--- src/rtl/alu_arbiter.sv ---
// alu_arbiter: round-robin sharing of one combinational ALU between two requesters,
// latching the winner's operands and returning the settled result with a valid pulse.
module alu_arbiter #(
    parameter int SIZE   = 8,
    parameter int SETTLE = 1
) (
    input  logic            clk,
    input  logic            reset,
    input  logic            req0,
    input  logic            req1,
    input  logic [SIZE-1:0] a0,
    input  logic [SIZE-1:0] b0,
    input  logic [SIZE-1:0] op0,
    input  logic [SIZE-1:0] a1,
    input  logic [SIZE-1:0] b1,
    input  logic [SIZE-1:0] op1,
    input  logic [SIZE-1:0] alu_res,
    output logic            gnt0,
    output logic            gnt1,
    output logic [SIZE-1:0] alu_a,
    output logic [SIZE-1:0] alu_b,
    output logic [SIZE-1:0] alu_op,
    output logic [SIZE-1:0] res,
    output logic            res_valid0,
    output logic            res_valid1,
    output logic            busy
);
    typedef enum logic [1:0] {IDLE, WAIT, DONE} state_t;
    // SETTLE of 0 behaves like 1: the result is sampled on the first edge after the grant
    localparam logic [3:0] LOAD = SETTLE > 1 ? 4'(SETTLE - 1) : 4'd0;
    state_t     state;
    logic [3:0] cnt;
    logic       owner;
    logic       last_owner;
    logic       pick;
    always_comb pick = req1 & (~req0 | ~last_owner);
    always_ff @(posedge clk or posedge reset) begin
        if (reset) begin
            state      <= IDLE;
            cnt        <= 4'd0;
            owner      <= 1'b0;
            last_owner <= 1'b1;
            gnt0       <= 1'b0;
            gnt1       <= 1'b0;
            alu_a      <= '0;
            alu_b      <= '0;
            alu_op     <= '0;
            res        <= '0;
            res_valid0 <= 1'b0;
            res_valid1 <= 1'b0;
            busy       <= 1'b0;
        end else begin
            gnt0       <= 1'b0;
            gnt1       <= 1'b0;
            res_valid0 <= 1'b0;
            res_valid1 <= 1'b0;
            case (state)
                IDLE: if (req0 | req1) begin
                    gnt0       <= ~pick;
                    gnt1       <= pick;
                    alu_a      <= pick ? a1 : a0;
                    alu_b      <= pick ? b1 : b0;
                    alu_op     <= pick ? op1 : op0;
                    owner      <= pick;
                    last_owner <= pick;
                    cnt        <= LOAD;
                    busy       <= 1'b1;
                    state      <= WAIT;
                end
                WAIT: if (cnt == 4'd0) begin
                    res        <= alu_res;
                    res_valid0 <= ~owner;
                    res_valid1 <= owner;
                    state      <= DONE;
                end else begin
                    cnt <= cnt - 4'd1;
                end
                DONE: begin
                    busy  <= 1'b0;
                    state <= IDLE;
                end
                default: state <= IDLE;
            endcase
        end
    end
endmodule

--- config.mk ---
export PLATFORM = sky130hd
export DESIGN_NAME = alu_arbiter
export DESIGN_NICKNAME = d
export VERILOG_FILES = /design/src/rtl/alu_arbiter.sv
export SDC_FILE = /design/constraint.sdc
export NUM_CORES = 1
export LEC_CHECK = 0
export BUFFER_PORTS_ARGS = -buffer_cell sky130_fd_sc_hd__buf_2
export CORE_ASPECT_RATIO = 0.75
export CORE_MARGIN = 2
export CORE_UTILIZATION = 46
export DETAILED_ROUTE_END_ITERATION = 16
export GPL_TIMING_DRIVEN = 0
export HOLD_SLACK_MARGIN = 0.08
export PLACE_DENSITY = 0.79
export SLEW_MARGIN = 15
export SYNTH_ARGS = -nofsm -noshare
export SYNTH_HDL_FRONTEND = slang
export SYNTH_SLANG_ARGS = --single-unit
--- constraint.sdc ---
create_clock -name clk -period 2.22 [get_ports clk]
set_clock_uncertainty 0.05 [all_clocks]
set_input_delay 0.666 -clock clk [delete_from_list [all_inputs] [get_ports clk]]
set_output_delay 0.666 -clock clk [all_outputs]
set_load 0.1 [all_outputs]
* Word-level counts from Yosys, hierarchy flattened
Index checks and enable logic that the tools add are counted.
** Storage, ports and cells
- Flip-flop bits (word level) :: 45
- Bits of input ports :: 60
- Output and inout port bits :: 37
- Logic and storage cells :: 54
** Cells by class
- Add/sub/neg operators :: 1
- Equal/unequal tests :: 5
- Muxes and demuxes :: 19
- Bitwise gates (word level) :: 7
- Reductions and logical operators :: 9
** Operators with widths (count)
- $mux W8 :: 3
- $mux W1 :: 9
- $mux W4 :: 2
- $pmux W4 S2 :: 1
- $reduce_and A2 Y1 :: 4
- $ne A2 B2 Y1 const B :: 3
- $logic_not A4 Y1 :: 1
- $mux W2 :: 2
- $not A1 Y1 :: 4
- $pmux W2 S2 :: 1
- $reduce_bool A2 Y1 :: 2
- $sub A4 B1 Y4 const B :: 1
- $reduce_and A3 Y1 :: 1
- $eq A2 B1 Y1 const B :: 1
- $eq A2 B2 Y1 const B :: 1
- $logic_not A2 Y1 :: 1
- $or A1 B1 Y1 :: 2
- $pmux W1 S2 :: 1
- $and A1 B1 Y1 :: 1

* Logic depth before layout (Yosys ltp)
Gate-level depths: netlist of the first run.
- Depth after elaboration :: 6
- Depth in mapped cells :: 6
- Mapped depth without buffers :: 5

* Worst setup path before layout of the first run
Ideal clock, no wire load.
- Path kind :: input to register
- Start point :: input req0
- End point :: register alu_a[0]
- Library setup time :: 0.082 ns
- Arrival time :: 1.510 ns
- Data required time :: 2.088 ns
- Setup slack :: 0.578 ns
- Stages :: 6
- Path buffers :: 3
- Path through :: or2_1 -> buf_6 -> and2_4 -> buf_6 -> buf_6 -> a31oi_2
** On the way
- Longest elaborated chain between the ends :: 4
** RTL lines
- start: declaration :: line 9 : input logic req0,
- $not A1 Y1 :: line 36 : always_comb pick = req1 & (~req0 | ~last_owner);
- $or A1 B1 Y1 :: line 36
- $and A1 B1 Y1 :: line 36
- $mux W8 :: line 61 : alu_a <= pick ? a1 : a0;
- end signal: assignment :: line 61
- end: declaration :: line 20 : output logic [SIZE-1:0] alu_a,
Several ways; a longest one is shown, not always the timed one.
A chain may end at the register's enable or synchronous reset.

* Worst setup path in the final report of the first run
- Start point :: register alu_a[2]
- End point :: output alu_a[2]
No word-level cell between the ends.

==> results of run 1 <==
## placed cells by master, fill, tap and decap left out, types with 3 or more instances in the layout
| cell type | synthesis | final |
|---|---|---|
| a31oi_1 | 5 | 5 |
| mux2_2 | 8 | 8 |
| inv_1 | 6 | 5 |
| a21oi_1 | 27 | 27 |
| buf_6 | 4 | 4 |
| a31oi_2 | 20 | 20 |
| clkbuf_1 | 4 | 7 |
| dfrtp_1 | 44 | 44 |
| clkbuf_8 | 0 | 5 |
| nor2_1 | 4 | 4 |
| buf_2 | 5 | 101 |
| nand2_1 | 50 | 50 |
| nor3_1 | 3 | 3 |
## logic make-up after synthesis
group                      after synthesis  share of synthesized area (%)
adders and majority gates                1                          0.590
DFF                                     45                           53.1
buffers and inverters                   20                           5.42
muxes                                    9                           4.72
and+or+nand+nor                         65                           13.0
AOI/OAI and AO/OA                       61                           23.1
## state kept, by name, indices dropped and copies added (netlist names)
signal / flops
res_valid1: 1
owner: 1
alu_b: 8
alu_op: 8
busy: 1
res_valid0: 1
res: 8
last_owner: 1
gnt1: 1
alu_a: 8
gnt0: 1
state: 2
cnt: 4
## final timing paths
kind / end / slack, ps / cells after the start / startpoint
max: alu_a[2] / 410 / 1 / alu_a[2]
max reg2reg: res[2] / 530 / 5 / cnt[0]
min in group clk: res_valid0 / 400 / 1 / owner
min reg2reg: res_valid0 / 400 / 1 / owner
max in group asynchronous: alu_op[3] / 1350 / 3 / reset
min: alu_b[6] / 300 / 2 / reset
## per-layer routing
layer | share of wire (%) | GRT usage [%]
met5 | 0 | 0
met4 | 1.3 | 6.25
met3 | 9.0 | 5.64
met2 | 44 | 29.1
met1 | 46 | 29.6
## metrics by stage
| stage | util [%] | hold WS, ps | setup TNS [ps] | std cells | cell area [µm²] |
|---|---|---|---|---|---|
| final | 62.5 | 295 | 0 | 363 | 2770 |
| after global routing | 62.5 | 328 | 0 | 363 | 2770 |
| after floorplan | - | 368 | 0 | 201 | 2120 |
| after global placement | 60.2 | 387 | -5810 | 354 | 2670 |
| after detailed placement | 60.7 | 391 | 0 | 355 | 2690 |
| after CTS | 62.5 | 300 | 0 | 363 | 2770 |
## area by class of cell
class,count,share of cell area [%]
inverters,6,0.812
well taps,57,2.57
clock buffers,8,2.89
repair buffers,97,18.0
multi-input cells,136,31.7
flip-flops and latches,45,40.6
plain buffers,14,3.34
==> reports/results.ini, run 1 <==
[run_status]
status=finished, final reports clean

[route]
avgRoutedWirePerCell_um=13.2
avgViaCountPerCell=5.07
remaining_drc_errors=0
drtPass1Iterations=4
drtIter0Drc=111
wl_mm=4.80
antenna_left=0
vias=1840

[layout]
n_antenna_cell=0
multiInputGateArea_um2=880
syn_to_final_growth_pct=30.7
regArea_mm2=0.00113
nFillCells=398
final_nets=366
drive_gt1_share_pct=48.0

[global_route]
grt-ovfl-total=0
grt_pass1_wl_mm=8.04
grt_max_degree=29
grtUsageTotal_pct=20.3
grt_pass1_vias=1733
antenna_found_initial=0

[synth]
synth.largest_area_cell=dfrtp_1
async_flop_share_pct=100
synthTopCellsByArea=dfrtp_1, a31oi_2, nand2_1
synth_flop_cell=dfrtp_1
synth_common_cells=nand2_1, dfrtp_1, a21oi_1
ys_seq_elements=45
netlist.area_leader.share_pct=51.9
yosysMostFrequentCell=nand2_1
synth_nets=262
synth_edf_count=0
synth_cell_types=33
yosys_warnings=0
syn_inst=201
netlist_area_mm2=0.00212
synth.avg_cell_area_um2=10.6
yosysSeqAreaShare_pct=53.1

[worst_setup_path]
worstSetupEndpointType=primary output
worstPathRequired_ps=1500
slowest_stage=buf_2
crit_arrival_ps=1100
cp-start-kind=register
crit_path_cell_trace=buf_2
crit_path_max_incr_delay_ps=430
cp_max_fo=2
crit_family=buffers and inverters
path_buf_inv=1
crit_type=reg -> out

[worst_hold_path]
hold_class=in -> async

[timing]
fin_crit_ps=1810
setup_viol=0
period_share_pct=81.6
grt_setup_unrepaired=no
tightest_slew_ps=500
max_clock_freq_ghz=0.552
layout_setup_ws_ps=408
final_hold_viol_count=0
slew-limit-headroom_pct=66.9
slew_violations=0

[floorplanning]
fp.coreArea_mm2=0.00444
initial_utilization_pct=47.8
die_area_mm2=0.00518
die_x_um=82.4
std_cell_rows=21
fp.dieH_um=62.8
num_io_pins=97

[place]
port_buffers=96
gp_congestion=0.788
dp_hpwl_mm=3.64
dp_slack_ps=240

[cts]
insertion_delay_ps=290
cts_root_buf=clkbuf_8
cts_tree=built
clkSinkCount=45
cts_setup_buffers=0
cts_resized=0
htree_num_levels=2
cts_buffers=5
path_clk_slew_ps=80
cts-hold-fix-buffers=0
clock_path_buffers=2

[flow_run]
drv_cap=0

Power of run 1 is not shown: default switching activity piles up to over one toggle a cycle in this logic, so the estimate is an artifact.
==> inputs of run 2 (changes only) <==
- ABC_AREA: unset -> 1
- clock period: 2.22 -> 1.7 ns (I/O delays scaled with it)
==> run 2 against run 1 <==
Against the previous run:
- via count grew 6.1%
- global-route usage shrank 1.1 points
- first-iteration DRC count decreased by 28%
- register-to-register slack worse by 310 ps
- count of clock-buffer cells in the layout is 2 lower
- worst setup slack got worse by 380 ps
- largest cell class unchanged
- highest routed layer unchanged
==> reports/results.ini, run 2 <==
[run_status]
status=finished, final reports clean  ; unchanged

[floorplanning]
std_cell_rows=21  ; unchanged
initial_utilization_pct=47.1  ; was 47.8%
die_x_um=81.4  ; was 82.4 µm
fp.coreArea_mm2=0.00439  ; was 0.00444 mm²
die_area_mm2=0.00505  ; was 0.00518 mm²
fp.dieH_um=62.0  ; was 62.8 µm
num_io_pins=97  ; unchanged

[synth]
synth_flop_cell=dfrtp_1  ; unchanged
synth_common_cells=nand2_1, dfrtp_1, nor2_1  ; was nand2_1, dfrtp_1, a21oi_1
async_flop_share_pct=100  ; unchanged
synth.largest_area_cell=dfrtp_1  ; unchanged
synth_edf_count=0  ; unchanged
synthTopCellsByArea=dfrtp_1, nand2_1, buf_6  ; was dfrtp_1, a31oi_2, nand2_1
yosysMostFrequentCell=nand2_1  ; unchanged
synth_cell_types=20  ; was 33
netlist_area_mm2=0.00207  ; was 0.00212 mm²
synth.avg_cell_area_um2=7.68  ; was 10.6 µm²
yosys_warnings=0  ; unchanged
synth_nets=330  ; was 262
netlist.area_leader.share_pct=53.3  ; was 51.9%
yosysSeqAreaShare_pct=54.6  ; was 53.1%
ys_seq_elements=45  ; unchanged
syn_inst=269  ; was 201

[global_route]
grt_max_degree=25  ; was 29
grt_pass1_vias=1681  ; was 1733
grt_pass1_wl_mm=7.22  ; was 8.04 mm
antenna_found_initial=0  ; unchanged
grt-ovfl-total=0  ; unchanged
grtUsageTotal_pct=19.2  ; was 20.3%

[timing]
tightest_slew_ps=510  ; was 500 ps
grt_setup_unrepaired=no  ; unchanged
slew-limit-headroom_pct=66.0  ; was 66.9%
setup_viol=0  ; unchanged
layout_setup_ws_ps=31.2  ; was 408 ps
final_hold_viol_count=0  ; unchanged
hold_slack_ps=186  ; was 295 ps
period_share_pct=98.2
final.setup.tns_ps=0  ; unchanged
fin_crit_ps=1670
max_clock_freq_ghz=0.599
slew_violations=0  ; unchanged

[cts]
insertion_delay_ps=300  ; was 290 ps
cts_resized=0  ; unchanged
path_clk_slew_ps=80  ; about the same
cts_setup_buffers=0  ; unchanged
clkSinkCount=45  ; unchanged
cts_root_buf=clkbuf_8  ; unchanged
cts-hold-fix-buffers=0  ; unchanged
htree_num_levels=2  ; unchanged
cts_buffers=5  ; unchanged
clock_path_buffers=2  ; unchanged
cts_tree=built  ; unchanged

[layout]
drive_gt1_share_pct=34.0  ; was 48.0%
fin_area_mm2=0.00275  ; was 0.00277 mm²
n_antenna_cell=0  ; unchanged
syn_to_final_growth_pct=33.3  ; was 30.7%
final_nets=434  ; was 366
final_common_cell=nand2_1  ; was buf_2
mostFrequentLayoutCells=nand2_1, buf_2, dfrtp_1  ; was buf_2, nand2_1, dfrtp_1
nFillCells=401  ; was 398

[route]
avgRoutedWirePerCell_um=11.2  ; was 13.2 µm
drtIter0Drc=80  ; was 111
drtPass1Iterations=4  ; unchanged
wl_mm=4.82  ; was 4.80 mm
vias=1952  ; was 1840
antenna_left=0  ; unchanged
remaining_drc_errors=0  ; unchanged
avgViaCountPerCell=4.53  ; was 5.07

[worst_setup_path]
crit_arrival_ps=1110  ; was 1100 ps
crit_family=buffers and inverters  ; unchanged
path_buf_inv=1  ; unchanged
r2r_slack_ps=220  ; was 530 ps
worstSetupEndpointType=primary output  ; unchanged
reg2reg_depth=7  ; was 5
worstReg2RegStart=cnt[0]  ; unchanged
crit_path_cell_trace=buf_2  ; unchanged
crit_path_max_incr_delay_ps=430  ; about the same
cp-start-kind=register  ; unchanged
cp_max_fo=2  ; unchanged
worstPathRequired_ps=1140  ; was 1500 ps
slowest_stage=buf_2  ; unchanged
r2r-end=res[7]  ; was res[2]
path_depth=1  ; unchanged
crit_type=reg -> out  ; unchanged

[place]
port_buffers=96  ; unchanged
gp_congestion=0.746  ; was 0.788
dp_hpwl_mm=3.78  ; was 3.64 mm
postPlaceCellArea_mm2=0.00265  ; was 0.00269 mm²
dp_slack_ps=196  ; was 240 ps

[worst_hold_path]
hold_class=in -> async  ; unchanged

[flow_run]
drv_cap=0  ; unchanged

## run 2: area by class of cell
cell class	instances	area (µm²)	area share [%]
Sequential cell	45	1130	41.0
Multi-Input combinational cell	204	817	29.7
Buffer	9	77.6	2.82
Inverter	11	43.8	1.59
Clock buffer	6	72.6	2.64
Clock inverter	2	35.0	1.27
Tap cell	57	71.3	2.59
Timing Repair Buffer	97	508	18.5
## run 2: worst register-to-register path, delay by kind of cell, from the launching register on
family	cells	cell delay [ps]
fa+ha+maj	1	210
buf+inv	2	200
simple gates	4	510
flops	1	410
## run 2: cells by family (layout without fill, tap and decap cells)
| group | after synthesis | count (layout) | synth area share, % |
|---|---|---|---|
| adder cells (fa/ha/maj) | 1 | 1 | 0.606 |
| buffers and inverters | 20 | 125 | 5.87 |
| XOR/XNOR | 1 | 1 | 0.424 |
| flip-flops | 45 | 45 | 54.6 |
| AO/OA/AOI/OAI | 6 | 6 | 1.64 |
| AND/OR/NAND/NOR | 196 | 196 | 36.9 |
## run 2: how the worst max path moves through the flow
| stage | from | end | slack, ps |
|---|---|---|---|
| 2_1_floorplan | reset | alu_a[0] | 80 |
| 3_5_place_dp | req0 | alu_op[2] | 200 |
| 5_1_grt | alu_op[3] | alu_op[3] | 2 |
| 6_report | res[4] | res[4] | 30 |
| 3_3_place_gp | reset | alu_op[7] | -460 |
| 4_1_cts | res[4] | res[4] | 20 |
## run 2: per-stage QoR
stage | utilization (%) | instances
after floorplan | - | 269
after global placement | 59.7 | 422
after detailed placement | 60.3 | 423
after CTS | 62.7 | 431
after global routing | 62.7 | 431
final | 62.7 | 431
## run 2: metal layers
layer	up-vias	global-route usage, %	part of all wire (%)	wire, µm
li1	1011	-	-	-
met1	878	23.0	45	2150
met2	55	35.0	48	2330
met3	8	3.18	5.5	266
met4	0	7.99	1.7	80
met5	-	0	0	0
Power of run 2 is left out for the same reason.
